===== src/rtl/mdu_pkg.sv =====
// mdu_pkg: shared op codes, FSM state encoding and sizing constants
// for the iterative multiply/divide unit and its write-back select logic.
package mdu_pkg;

    localparam int MDU_WIDTH = 16;
    localparam int MDU_ITER  = 16;

    localparam logic [1:0] OP_MULTU = 2'b00;
    localparam logic [1:0] OP_MULT  = 2'b01;
    localparam logic [1:0] OP_DIVU  = 2'b10;
    localparam logic [1:0] OP_DIV   = 2'b11;

    typedef enum logic [1:0] {
        S_IDLE = 2'd0,
        S_RUN  = 2'd1,
        S_FIX  = 2'd2,
        S_DONE = 2'd3
    } mdu_state_t;

endpackage


===== src/rtl/mdu_addsub.sv =====
// mdu_addsub: W-bit combinational add/subtract with carry-out.
// Ports: a_i, b_i operands; sub_i selects a-b; sum_o result; cout_o carry
// (for subtract, cout_o=1 means no borrow, i.e. a_i >= b_i).
module mdu_addsub
    import mdu_pkg::*;
#(
    parameter int W = MDU_WIDTH + 1
) (
    input  logic [W-1:0] a_i,
    input  logic [W-1:0] b_i,
    input  logic         sub_i,
    output logic [W-1:0] sum_o,
    output logic         cout_o
);

    logic [W-1:0] b_x;
    logic [W:0]   res;

    assign b_x = sub_i ? ~b_i : b_i;
    assign res = {1'b0, a_i} + {1'b0, b_x} + {{W{1'b0}}, sub_i};
    assign {cout_o, sum_o} = res;

endmodule


===== src/rtl/mult_div_unit.sv =====
// mult_div_unit: iterative MULT/MULTU/DIV/DIVU, one bit per cycle, HI/LO out.
// Ports: clk, rst_n, start/op/a/b request; busy, done, hi, lo, div_by_zero.
module mult_div_unit
    import mdu_pkg::*;
#(
    parameter int WIDTH = MDU_WIDTH,
    parameter int ITER  = MDU_ITER
) (
    input  logic             clk,
    input  logic             rst_n,
    input  logic             start,
    input  logic [1:0]       op,
    input  logic [WIDTH-1:0] a,
    input  logic [WIDTH-1:0] b,
    output logic             busy,
    output logic             done,
    output logic [WIDTH-1:0] hi,
    output logic [WIDTH-1:0] lo,
    output logic             div_by_zero
);

    localparam int CW = $clog2(ITER);
    localparam logic [CW-1:0] LAST = CW'(ITER - 1);

    mdu_state_t state_q, state_d;

    logic [1:0]       op_q, op_d;
    logic             sa_q, sa_d;
    logic             sb_q, sb_d;
    logic [WIDTH-1:0] acc_q, acc_d;
    logic [WIDTH-1:0] mq_q, mq_d;
    logic [WIDTH-1:0] opnd_q, opnd_d;
    logic [CW-1:0]    cnt_q, cnt_d;
    logic [WIDTH-1:0] hi_q, hi_d;
    logic [WIDTH-1:0] lo_q, lo_d;
    logic             dbz_q, dbz_d;

    logic             in_signed, in_div;
    logic             run_div, run_signed;
    logic [WIDTH-1:0] a_mag, b_mag;

    logic [WIDTH:0]   as_a, as_b, as_s;
    logic             as_sub, as_co;

    logic [2*WIDTH-1:0] prod, prod_n;
    logic [WIDTH-1:0]   acc_n, mq_n;

    assign in_signed  = (op == OP_MULT) || (op == OP_DIV);
    assign in_div     = (op == OP_DIVU) || (op == OP_DIV);
    assign run_signed = (op_q == OP_MULT) || (op_q == OP_DIV);
    assign run_div    = (op_q == OP_DIVU) || (op_q == OP_DIV);

    assign a_mag = (in_signed && a[WIDTH-1]) ? -a : a;
    assign b_mag = (in_signed && b[WIDTH-1]) ? -b : b;

    // Multiply: {acc,mq} is the product shift register, opnd the multiplicand.
    // Divide: acc is the partial remainder, mq the dividend/quotient.
    always_comb begin
        as_b = {1'b0, opnd_q};
        if (run_div) begin
            as_a   = {acc_q, mq_q[WIDTH-1]};
            as_sub = 1'b1;
        end else begin
            as_a   = {1'b0, acc_q};
            as_sub = 1'b0;
        end
    end

    mdu_addsub #(
        .W(WIDTH + 1)
    ) u_addsub (
        .a_i   (as_a),
        .b_i   (as_b),
        .sub_i (as_sub),
        .sum_o (as_s),
        .cout_o(as_co)
    );

    assign prod   = {acc_q, mq_q};
    assign prod_n = -prod;
    assign acc_n  = -acc_q;
    assign mq_n   = -mq_q;

    always_ff @(posedge clk or negedge rst_n) begin
        if (!rst_n) begin
            state_q <= S_IDLE;
        end else begin
            state_q <= state_d;
        end
    end

    always_comb begin
        state_d = state_q;
        op_d    = op_q;
        sa_d    = sa_q;
        sb_d    = sb_q;
        acc_d   = acc_q;
        mq_d    = mq_q;
        opnd_d  = opnd_q;
        cnt_d   = cnt_q;
        hi_d    = hi_q;
        lo_d    = lo_q;
        dbz_d   = dbz_q;
        unique case (state_q)
            S_IDLE, S_DONE: begin
                state_d = S_IDLE;
                if (start) begin
                    state_d = S_RUN;
                    op_d    = op;
                    sa_d    = in_signed & a[WIDTH-1];
                    sb_d    = in_signed & b[WIDTH-1];
                    acc_d   = '0;
                    cnt_d   = '0;
                    dbz_d   = 1'b0;
                    if (in_div) begin
                        mq_d   = a_mag;
                        opnd_d = b_mag;
                    end else begin
                        mq_d   = b_mag;
                        opnd_d = a_mag;
                    end
                end
            end
            S_RUN: begin
                cnt_d = cnt_q + CW'(1);
                if (cnt_q == LAST) begin
                    state_d = S_FIX;
                end
                if (run_div) begin
                    if (as_co) begin
                        acc_d = as_s[WIDTH-1:0];
                        mq_d  = {mq_q[WIDTH-2:0], 1'b1};
                    end else begin
                        acc_d = {acc_q[WIDTH-2:0], mq_q[WIDTH-1]};
                        mq_d  = {mq_q[WIDTH-2:0], 1'b0};
                    end
                end else begin
                    if (mq_q[0]) begin
                        acc_d = as_s[WIDTH:1];
                        mq_d  = {as_s[0], mq_q[WIDTH-1:1]};
                    end else begin
                        acc_d = {1'b0, acc_q[WIDTH-1:1]};
                        mq_d  = {acc_q[0], mq_q[WIDTH-1:1]};
                    end
                end
            end
            S_FIX: begin
                state_d = S_DONE;
                if (!run_div) begin
                    if (sa_q ^ sb_q) begin
                        {hi_d, lo_d} = prod_n;
                    end else begin
                        {hi_d, lo_d} = prod;
                    end
                end else if (opnd_q == '0) begin
                    // With a zero divisor every trial succeeds, so the
                    // remainder register ends up holding |a| again.
                    dbz_d = 1'b1;
                    lo_d  = '1;
                    hi_d  = sa_q ? acc_n : acc_q;
                end else begin
                    lo_d = (sa_q ^ sb_q) ? mq_n : mq_q;
                    hi_d = sa_q ? acc_n : acc_q;
                end
            end
            default: begin
                state_d = S_IDLE;
            end
        endcase
    end

    always_ff @(posedge clk or negedge rst_n) begin
        if (!rst_n) begin
            op_q   <= OP_MULTU;
            sa_q   <= 1'b0;
            sb_q   <= 1'b0;
            acc_q  <= '0;
            mq_q   <= '0;
            opnd_q <= '0;
            cnt_q  <= '0;
            hi_q   <= '0;
            lo_q   <= '0;
            dbz_q  <= 1'b0;
        end else begin
            op_q   <= op_d;
            sa_q   <= sa_d;
            sb_q   <= sb_d;
            acc_q  <= acc_d;
            mq_q   <= mq_d;
            opnd_q <= opnd_d;
            cnt_q  <= cnt_d;
            hi_q   <= hi_d;
            lo_q   <= lo_d;
            dbz_q  <= dbz_d;
        end
    end

    assign busy        = (state_q == S_RUN) || (state_q == S_FIX);
    assign done        = (state_q == S_DONE);
    assign hi          = hi_q;
    assign lo          = lo_q;
    assign div_by_zero = dbz_q;

endmodule


===== config.mk =====
export PLATFORM = sky130hd
export DESIGN_NAME = mult_div_unit
export DESIGN_NICKNAME = d
export VERILOG_FILES = /design/src/rtl/mdu_pkg.sv /design/src/rtl/mdu_addsub.sv /design/src/rtl/mult_div_unit.sv
export SDC_FILE = /design/constraint.sdc
export NUM_CORES = 1
export LEC_CHECK = 0
export CAP_MARGIN = 10
export CORE_MARGIN = 2
export CORE_UTILIZATION = 35
export DETAILED_ROUTE_END_ITERATION = 8
export PLACE_DENSITY = 0.56
export SLEW_MARGIN = 40
export SYNTH_ARGS = -nofsm -noshare
export SYNTH_HDL_FRONTEND = slang
export SYNTH_SLANG_ARGS = --single-unit

===== constraint.sdc =====
create_clock -name clk -period 11.35 [get_ports clk]
set_input_delay 1.7025 -clock clk [delete_from_list [all_inputs] [get_ports clk]]
set_output_delay 1.7025 -clock clk [all_outputs]
set_load 0.1 [all_outputs]

Word level (Yosys, flattened, before mapping)

Index checks and enable logic that the tools add are counted.

Flip-flop bits (word level): 91
Latch bits: 0
Bits in writable memories: 0
ROM bits: 0
Input bits: 37
Output and inout bits: 35
Memories: 0

Add/sub/neg operators: 8
Multipliers: 0
Div/mod/pow operators: 0
Magnitude comparators: 0
Equal/unequal tests: 13
Shift-type cells: 0
Multiplexer cells: 33
Bitwise operators: 4
Reduce and logical (&&, ||, !) cells: 14

Operator list:

| kind                                                                  | number |
|---|---|
| 16-bit 2-to-1 mux                                                     | 18 |
| 16-bit negation                                                       | 4 |
| 16-bit case mux with 2 select lines                                   | 2 |
| 17-bit 2-to-1 mux                                                     | 2 |
| 32-bit negation                                                       | 1 |
| 17-bit by 17-bit adder with 18-bit output                             | 1 |
| 18-bit by 1-bit adder with 18-bit output                              | 1 |
| 16-bit NOT with 17-bit output                                         | 1 |
| 16-bit zero test                                                      | 1 |
| 2-bit equality test, second input constant                            | 6 |
| 2-bit != test, second input constant                                  | 4 |
| 4-bit case mux with 2 select lines                                    | 1 |
| 1-bit 2-to-1 mux                                                      | 6 |
| 2-bit case mux with 3 select lines                                    | 1 |
| 4-bit by 1-bit adder with 4-bit output, second input constant         | 1 |
| 2-bit by 1-bit equality test with 1-bit output, second input constant | 2 |
| 4-bit equality test, second input constant                            | 1 |
| 1-bit logical OR                                                      | 4 |
| 4-bit 2-to-1 mux                                                      | 1 |
| 2-bit AND reduction                                                   | 2 |
| 4-bit AND reduction                                                   | 1 |
| 2-bit nonzero test                                                    | 2 |
| 1-bit bitwise AND                                                     | 2 |
| 1-bit logical AND                                                     | 2 |
| other kinds (5)                                                       | 5 |

Logic depth before layout (Yosys ltp)

Depth in word-level cells: 9
Depth in mapped cells: 14

Hierarchy

A second synthesis with hierarchy kept.

Cell total of the unflattened synthesis: 891
Area total of the unflattened synthesis: 7,616.1 µm²

Modules (own cells, without submodules):

| module        | times used | cells each | area each (µm²) | sequential area each (µm²) |
|---|---|---|---|---|
| mult_div_unit | 1          | 751        | 6,557.5         | 2,252.2 |
| mdu_addsub    | 1          | 140        | 1,058.5         | 0.0 |

Least setup slack after synthesis

Ideal clock, no wire load.

Path kind: input-to-reg
From: input b[6]
To: register mq_q[13]
Arrival: 3,640 ps
Path slack: 7,645 ps
Stages: 7
Buffers on the path: 0
Path through: or4_4 > or4_4 > o41ai_2 > xnor2_1 > nor2_1 > a2111oi_0 > a211o_1

Longest elaborated chain between the ends: 5

Ends and longest elaborated chain:

| item                                | line                 | source |
|---|---|---|
| start: declaration                  | mult_div_unit.sv:14  | `input logic [WIDTH-1:0] b,` |
| 16-bit negation                     | mult_div_unit.sv:54  | `assign b_mag = (in_signed && b[WIDTH-1]) ? -b : b;` |
| 16-bit 2-to-1 mux                   | mult_div_unit.sv:54  |  |
| 16-bit 2-to-1 mux                   | mult_div_unit.sv:115 | `if (in_div) begin` |
| 16-bit 2-to-1 mux                   | mult_div_unit.sv:107 | `if (start) begin` |
| 16-bit case mux with 2 select lines | mult_div_unit.sv:104 | `unique case (state_q)` |
| end signal: assignment              | mult_div_unit.sv:189 | `mq_q <= mq_d;` |
| end: declaration                    | mult_div_unit.sv:31  | `logic [WIDTH-1:0] mq_q, mq_d;` |

Every way passes these cells. The select of a mux whose other input is x is not followed.
A chain may end at the register's enable or synchronous reset.

Worst setup path in the final report

From: register op_q[1]
To: register acc_q[13]

Longest elaborated chain between the ends: 9

Ends and longest elaborated chain:

| item                                      | line                                       | source |
|---|---|---|
| start: declaration                        | mult_div_unit.sv:27                        | `logic [1:0] op_q, op_d;` |
| start signal: assignment                  | mult_div_unit.sv:185                       | `op_q <= op_d;` |
| 2-bit equality test                       | mult_div_unit.sv:51                        | `assign run_div = (op_q == OP_DIVU) \|\| (op_q == OP_DIV);` |
| 1-bit logical OR *                        | mult_div_unit.sv:51                        |  |
| 1-bit 2-to-1 mux                          | mult_div_unit.sv:60                        | `if (run_div) begin` |
| 17-bit 2-to-1 mux                         | mdu_addsub.sv:19                           | `assign b_x = sub_i ? ~b_i : b_i;` |
| 17-bit by 17-bit adder with 18-bit output | mdu_addsub.sv:20                           | `assign res = {1'b0, a_i} + {1'b0, b_x} + {{W{1'b0}}, sub_i};` |
| 18-bit by 1-bit adder with 18-bit output  | mdu_addsub.sv:20                           |  |
| 16-bit 2-to-1 mux (on tied branches)      | mult_div_unit.sv:138, mult_div_unit.sv:130 |  |
| 16-bit 2-to-1 mux *                       | mult_div_unit.sv:129                       | `if (run_div) begin` |
| 16-bit case mux with 2 select lines *     | mult_div_unit.sv:104                       |  |
| end signal: assignment                    | mult_div_unit.sv:177                       | `acc_q <= '0;` |
| end signal: assignment                    | mult_div_unit.sv:188                       | `acc_q <= acc_d;` |
| end: declaration                          | mult_div_unit.sv:30                        | `logic [WIDTH-1:0] acc_q, acc_d;` |

Mark *: on every way between the ends. The rest lies on a longest branch, timed or not.

==> out/summary.txt <==
Root Driver: clkbuf_16
worst hold path class: reg2reg
initial antenna violation count: 0
Initial Utilization: 0.357
final core occ: 0.409
Worst R2R Setup Slack: 7.10 ns
outcome: finished, final reports clean
setup violators final: 0
max_cap viols: 0
#FFs+latches synth: 90
Worst Max-Slew Pin Slew: 0.818 ns
clk_lat worst skew: 0.36 ns
CTS clock-pin slew for the worst setup and hold paths: 0.07 ns
Total Die Area: 0.0210 mm2
clk buf depth: 2
commonest non-fill, non-tap cells in the layout: nor2_1, a21oi_1, dfrtp_1
routed length per instance: 16.6 um
port buffer count: 71
Post-synth EDFFs: 0
post-CTS setup buffer count: 0
share of layout cells above drive strength 1: 0.129
RSZ-0062 raised after global routing: false
CTS H-tree depth: 3
Area contributors post-synth: dfrtp_1, a21oi_1, xnor2_1
Vias per Instance: 5.34
register area share after synthesis: 0.324
reg2reg end: acc_q[13]
CP arrival: 4.49 ns
IO Pins: 72
post-synth cell types: 71
P&R area growth vs syn: 14.7%
Worst Reg2Reg Path Length in Cells: 10
Synth async-reset ratio: 1.00
Slew Limit Fails: 0
Final min period: 4.25 ns
Hold Vio Cnt, Final: 0
pin count of the biggest net entering global routing: 65
commonest non-fill, non-tap cell in the layout: nor2_1
1st-pass router iterations: 5
Inserted Diodes: 0
Syn. warnings: 0
Row Count: 51
Setup TNS: 0 ns
NumNets Final: 921
syn avg cell area: 8.40 um2
TritonCTS clock tree: yes
CTS Hold Bufs: 0
post-synthesis instance area: 0.00694 mm2
die height: 145 um
Post-Synthesis Cells: 826
Die Wd: 145 um
period utilization: 0.374
FF-to-FF Start: op_q[1]
Total Routing Usage GR: 0.186
Critical Path, Cell by Cell: buf_4 -> mux2_2 -> ha_1 -> a21o_1 -> a31o_2 -> a2111oi_4 -> o32ai_1 -> nor2_1 -> o211ai_1 -> a32o_1
CTS Buf Count: 9
endpoint with the worst hold slack: lo[8]
Critical Path RT: 11.59 ns
Worst setup EP type: register
Peak Freq: 236 MHz
DR iter-0 viols: 388
Post-synth top flop: dfrtp_1
pre-CTS setup slack: 6.88 ns
post_cts resized: 0
Max stage delay on crit path: 0.60 ns
Worst path slowest cell: dfrtp_2
worst setup margin: 7.10 ns
Hold Crit Depth: 1
post-synth top area share: 0.324
worst-path maximum fanout: 56
HP Start: lo[8]
crit path kind: reg2reg
core area: 0.0195 mm2
Slew HR: 0.451
Fin Clk Skew: 0.0134 ns
drt total wl: 18800 um
CTS Sinks: 90
CP Launch Type: register
syn nets: 887
Yosys top cell by area: dfrtp_1
Final Wtd Congestion: 0.875
DR vias: 6032
vias in the first global route: 5664
final hold slack: 0.496 ns
ANT nets after route: 0
hpwl dp: 14200 um
global-route wire length before repair: 30700 um
total grt overflow: 0
Remaining DRCs: 0
cell type report:
cell class,instances,area (um2)
inverter,26,97.6
fill,2010,11500
timing repair buffer,79,594
sequential,90,2250
multi-input combinational,654,4390
tap,265,332
clock buffer,12,236
clock inverter,4,51.3
per-stage QoR:
stage | instance area, um2 | cells
5_1_grt | 7960 | 1130
3_3_place_gp | 7820 | 1114
6_report | 7960 | 1130
4_1_cts | 7950 | 1130
2_1_floorplan | 6940 | 826
3_5_place_dp | 7660 | 1114
flip-flops by register name, indices dropped and copies added, names as in the netlist:
register,cells
mq_q,16
hi,16
state_q,2
lo,16
opnd_q,16
sa_q,1
op_q,1
sb_q,1
acc_q,16
cnt_q,4
div_by_zero,1
how the worst max path moves through the flow:
stage | start | end | slack (ns) | cells past startpoint
after floorplan | b[6] | mq_q[13] | 7.64 | 7
after global placement | b[0] | mq_q[12] | 6.96 | 10
after detailed placement | a[4] | mq_q[13] | 6.88 | 7
after CTS | op_q[1] | acc_q[13] | 7.15 | 10
after global routing | op_q[1] | acc_q[13] | 6.85 | 10
final | op_q[1] | acc_q[13] | 7.10 | 10
layer usage:
| layer | GRT usage | wire length (um) | vias up |
|---|---|---|---|
| met2 | 0.269 | 7870 | 140 |
| met1 | 0.281 | 9770 | 2834 |
| met4 | 0.0537 | 323 | 0 |
| li1 | - | - | 3042 |
| met3 | 0.0332 | 852 | 16 |
| met5 | 0 | 0 | - |
synth_stat cells (4+ instances only):
master    instances
and2_1            4
a21o_1            6
clkbuf_1         38
o211ai_1          6
nor4_1           11
o21ai_0          50
dfrtp_1          90
o31ai_1           5
nor2_1           94
buf_2             5
o21ai_1           4
xnor2_1          46
nand3_1           7
mux2_2           35
nand2_1          69
inv_1            24
a31oi_1           8
a211oi_1         12
and3_1            4
mux2i_1          21
ha_1             23
o22a_1           12
or3_1             4
nor3_1           22
or4_1             6
xor2_1           42
a21oi_1          90
o221ai_1          9
nand2b_1          5
buf_1            12
critical path: cells and delay by family (launching register included):
kind	cells	cell delay, ns
compound gates	6	1.72
fa+ha+maj	1	0.36
buf+inv	1	0.60
flops	1	0.60
mux	1	0.41
simple gates	1	0.43
cell families (layout without fill, tap and decap cells):
family / count (synthesis) / in the layout / synth area share
compound gates: 242 / 242 / 0.225
flops: 90 / 90 / 0.324
simple gates: 244 / 244 / 0.161
buf+inv: 82 / 121 / 0.0463
xor+xnor: 88 / 88 / 0.111
fa+ha+maj: 24 / 24 / 0.0443
mux: 56 / 56 / 0.0871
Power is not shown: default switching activity piles up to over one toggle a cycle in this logic, so the estimate is an artifact.
